### src/rtl/nbit_pipe_register.sv
// Parameterised N-bit, DEPTH-stage pipeline register with valid tracking,
// synchronous clear/set, stall enable and an occupancy count.
module nbit_pipe_register #(
  parameter int               WIDTH     = 8,
  parameter int               DEPTH     = 2,
  parameter logic [WIDTH-1:0] SET_VALUE = '1,
  localparam int              OCC_W     = $clog2(DEPTH + 1)
) (
  input  logic             CLK,
  input  logic             R_N,
  input  logic             EN,
  input  logic             CLR,
  input  logic             S,
  input  logic             D_VALID,
  input  logic [WIDTH-1:0] D,
  output logic [WIDTH-1:0] Q,
  output logic             Q_VALID,
  output logic [OCC_W-1:0] OCC
);

  logic [WIDTH-1:0] r_stage [DEPTH];
  logic [DEPTH-1:0] r_vld;
  logic [OCC_W-1:0] w_occ;

  // Priority per edge: clear, then set, then advance, otherwise hold.
  always_ff @(posedge CLK or negedge R_N) begin
    if (!R_N) begin
      // NOTE: every data stage is reset, not just the valid bits, because Q
      // must read zero while reset is asserted.
      for (int i = 0; i < DEPTH; i++) r_stage[i] <= '0;
      r_vld <= '0;
    end else if (CLR) begin
      for (int i = 0; i < DEPTH; i++) r_stage[i] <= '0;
      r_vld <= '0;
    end else if (S) begin
      for (int i = 0; i < DEPTH; i++) r_stage[i] <= SET_VALUE;
    end else if (EN) begin
      // NOTE: non-blocking assignments let every stage read its neighbour's
      // old value, so the loop order does not matter.
      r_stage[0] <= D;
      r_vld[0]   <= D_VALID;
      for (int i = 1; i < DEPTH; i++) begin
        r_stage[i] <= r_stage[i-1];
        r_vld[i]   <= r_vld[i-1];
      end
    end
  end

  always_comb begin
    // NOTE: the default before the loop keeps this purely combinational.
    w_occ = '0;
    for (int i = 0; i < DEPTH; i++) w_occ = w_occ + OCC_W'(r_vld[i]);
  end

  assign Q       = r_stage[DEPTH-1];
  assign Q_VALID = r_vld[DEPTH-1];
  assign OCC     = w_occ;

endmodule

### config.mk
export PLATFORM = sky130hd
export DESIGN_NAME = nbit_pipe_register
export DESIGN_NICKNAME = d
export VERILOG_FILES = /design/src/rtl/nbit_pipe_register.sv
export SDC_FILE = /design/constraint.sdc
export NUM_CORES = 1
export LEC_CHECK = 0
export CAP_MARGIN = 20
export CORE_ASPECT_RATIO = 0.8
export CORE_MARGIN = 1
export CORE_UTILIZATION = 50
export CTS_BUF_LIST = sky130_fd_sc_hd__clkbuf_4 sky130_fd_sc_hd__clkbuf_8
export CTS_CLUSTER_SIZE = 20
export DETAILED_ROUTE_END_ITERATION = 10
export PLACE_DENSITY = 0.83
export SLEW_MARGIN = 20
export SYNTH_ARGS = -nofsm -noshare
export SYNTH_HDL_FRONTEND = slang
export SYNTH_SLANG_ARGS = --single-unit
### constraint.sdc
create_clock -name CLK -period 3.1 [get_ports CLK]
set_clock_uncertainty 0.15 [all_clocks]
set_input_delay 0.62 -clock CLK [delete_from_list [all_inputs] [get_ports CLK]]
set_output_delay 0.62 -clock CLK [all_outputs]
set_load 0.02 [all_outputs]
==> results.cfg <==
[run_status]
status = complete, no violations

[worst_setup_path]
path_class = flip-flop to output port
cp.required_ns = 2.33
crit_path_max_incr_delay_ns = 0.59
crit_path_end_kind = output port
cp.arrival_ns = 1.57
cp-start-kind = flip-flop
path_buf_inv = 1
cp_slowest_cell = clkdlybuf4s50_1
cp_max_fo = 3
crit_family = buffers and inverters
crit_chain = ha_1 -> clkdlybuf4s50_1

[global_route]
grt_pass1_wl_mm = 2.553
grt_max_degree = 34
track_usage_pct = 18.74
grt_pass1_vias = 559
grt_overflow = 0
antenna_found_initial = 0

[timing]
rsz0062_at_grt = no
period_needed_ns = 2.344
tightest_slew_ns = 0.7756
timing.setup.tns_ns = 0
hold_violations = 0
min_period_over_period_pct = 75.62
fmax_ghz = 0.4266
slew_headroom_pct = 48.13
timing.hold.ws_ns = 0.3671
slew_violations = 0
setup_violations = 0

[route]
drc = 0
first_pass_iters = 4
via_count = 658
drt_wl_total_mm = 1.576
wire_per_inst_um = 12.71
drtIter0Drc = 17
ant_nets = 0
viasPerCell = 5.306

[clock_network]
cts.sinks = 18
holdBufCountCts = 0
cts_root_buf = clkbuf_4
htreeDepth = 1
cts_buffers = 3
clkTransAtPathRegs_ns = 0.11
insertion_delay_ns = 0.30
tritoncts = done
cts_buffer_depth = 2
cts_setup_buffers = 0
cts_resized = 0

[layout]
drive_gt1_share_pct = 5.882
syn_to_final_growth_pct = 24.96
nFillCells = 142
fin_nets = 118
fin_area_mm2 = 0.001096
antennaDiodeCount = 0
final_util_pct = 67.38

[placement]
gp_congestion = 0.6788
placedInstanceArea_mm2 = 0.001060
place_hpwl_mm = 1.045
io_buffers = 24

[pwr]
power_leakage_nw = 0.4695
pwr_density_cell_mw_per_mm2 = 456.3
peakVddDrop_mv = 0.3037

[synthesis]
synth_area_leaders = dfrtp_1 51%, a211oi_1 14%, nor2b_1 11%
yosysTopAreaCell = dfrtp_1
synthCells = 87
synth_compound_area_share_pct = 13.69
ys_seq_area_share_pct = 51.36
synth_fa_ha_area_share_pct = 1.427
synth-xor-area-share_pct = 0
synth.net_count = 102
synthesis.area_um2 = 877.1
synth_cell_types = 11
synth_warnings = 0
synth_area_per_cell_um2 = 10.08
synthSimpleGateAreaFrac_pct = 19.83
synth-seq-cells = 18
yosysTopAreaCellShare_pct = 51.36
synth_top_family_by_area = simple AND/OR/NAND/NOR gates
muxShareOfSynthArea_pct = 2.282

[job]
maxCapViolCount = 0

[floorplan]
rows = 13
ioPinCount = 25
initial_core_util_pct = 53.92
die_x_um = 48.83
dieArea_mm2 = 0.001927
die_h_um = 39.46
design.core.area_mm2 = 0.001627

[hold_path]
holdCritPathClass = flip-flop to flip-flop
==> cell usage in the layout (no fill, tap or decap) <==
cell / count
mux2i_1: 2
nor2b_1: 16
buf_4: 2
clkbuf_8: 1
clkdlybuf4s50_1: 24
nand2b_1: 1
ha_1: 1
dfrtp_1: 18
clkbuf_4: 3
nor2_1: 18
a211oi_1: 16
==> registers in the layout, summed over array words and instances (netlist names) <==
| register | flops |
|---|---|
| Q | 8 |
| r_stage | 8 |
| r_vld | 2 |
==> metal layers <==
metal | global-route usage (%) | part of all wire [%] | up-vias
met3 | 6.977 | 5.4 | 2
li1 | - | - | 314
met1 | 24.11 | 47 | 322
met2 | 30.21 | 47 | 20
met5 | 0 | 0 | -
met4 | 4.412 | 0.63 | 0
==> metrics by stage <==
step | total power [mW] | setup WS, ns | cells
floorplan | 0.3221 | 1.477 | 87
global placement | 0.3530 | 1.064 | 120
detailed placement | 0.3558 | 1.028 | 120
CTS | 0.5052 | 0.7396 | 124
global route | 0.5229 | 0.6908 | 124
finish | 0.5001 | 0.7556 | 124
==> cell usage after synthesis <==
cell      instances
buf_6             1
nor2b_1          16
mux2i_1           2
nand2b_1          1
clkbuf_1          1
a211oi_1         16
buf_4             8
ha_1              1
dfrtp_1          18
buf_2             5
nor2_1           18
==> cell families (layout without fill, tap and decap cells) <==
kind of cell | count (synthesis) | count (layout)
muxes | 2 | 2
DFF | 18 | 18
buffers and inverters | 15 | 30
adders and majority gates | 1 | 1
AOI/OAI and AO/OA | 16 | 16
and+or+nand+nor | 35 | 35
==> worst min-delay path, stage by stage (launching register included) <==
cell and delay [ns]:
dfrtp_1 0.35, a211oi_1 0.06, nor2_1 0.08
==> path summary, 6_finish.rpt <==
check	startpoint	endpoint	slack, ns	depth (start not counted)
min in group asynchronous	R_N	Q[3]$_DFFE_PN0P_	0.61	1
max in group asynchronous	R_N	r_vld[0]$_DFFE_PN0P_	1.70	1
hold reg to reg	r_stage[11]$_DFFE_PN0P_	Q[3]$_DFFE_PN0P_	0.37	2
hold / removal	r_stage[11]$_DFFE_PN0P_	Q[3]$_DFFE_PN0P_	0.37	2
setup / recovery	r_vld[1]$_DFFE_PN0P_	OCC[0]	0.76	2
setup reg to reg	Q[4]$_DFFE_PN0P_	Q[4]$_DFFE_PN0P_	1.94	3
==> where the power goes <==
group	switching [mW]	total (mW)	internal (mW)
Clock	0.0772	0.149	0.0717
Sequential	0.00839	0.259	0.250
Combinational	0.0450	0.0925	0.0475
Total	0.131	0.500	0.370
==> cell type report <==
| cell class | instances | area [um2] | share of cell area (%) |
|---|---|---|---|
| multi-input cells | 54 | 326.6 | 29.79 |
| flip-flops and latches | 18 | 450.4 | 41.10 |
| clock buffers | 4 | 36.28 | 3.311 |
| repair buffers | 26 | 255.2 | 23.29 |
| well taps | 22 | 27.53 | 2.511 |
No activity file was read; power rests on OpenSTA's default activity.
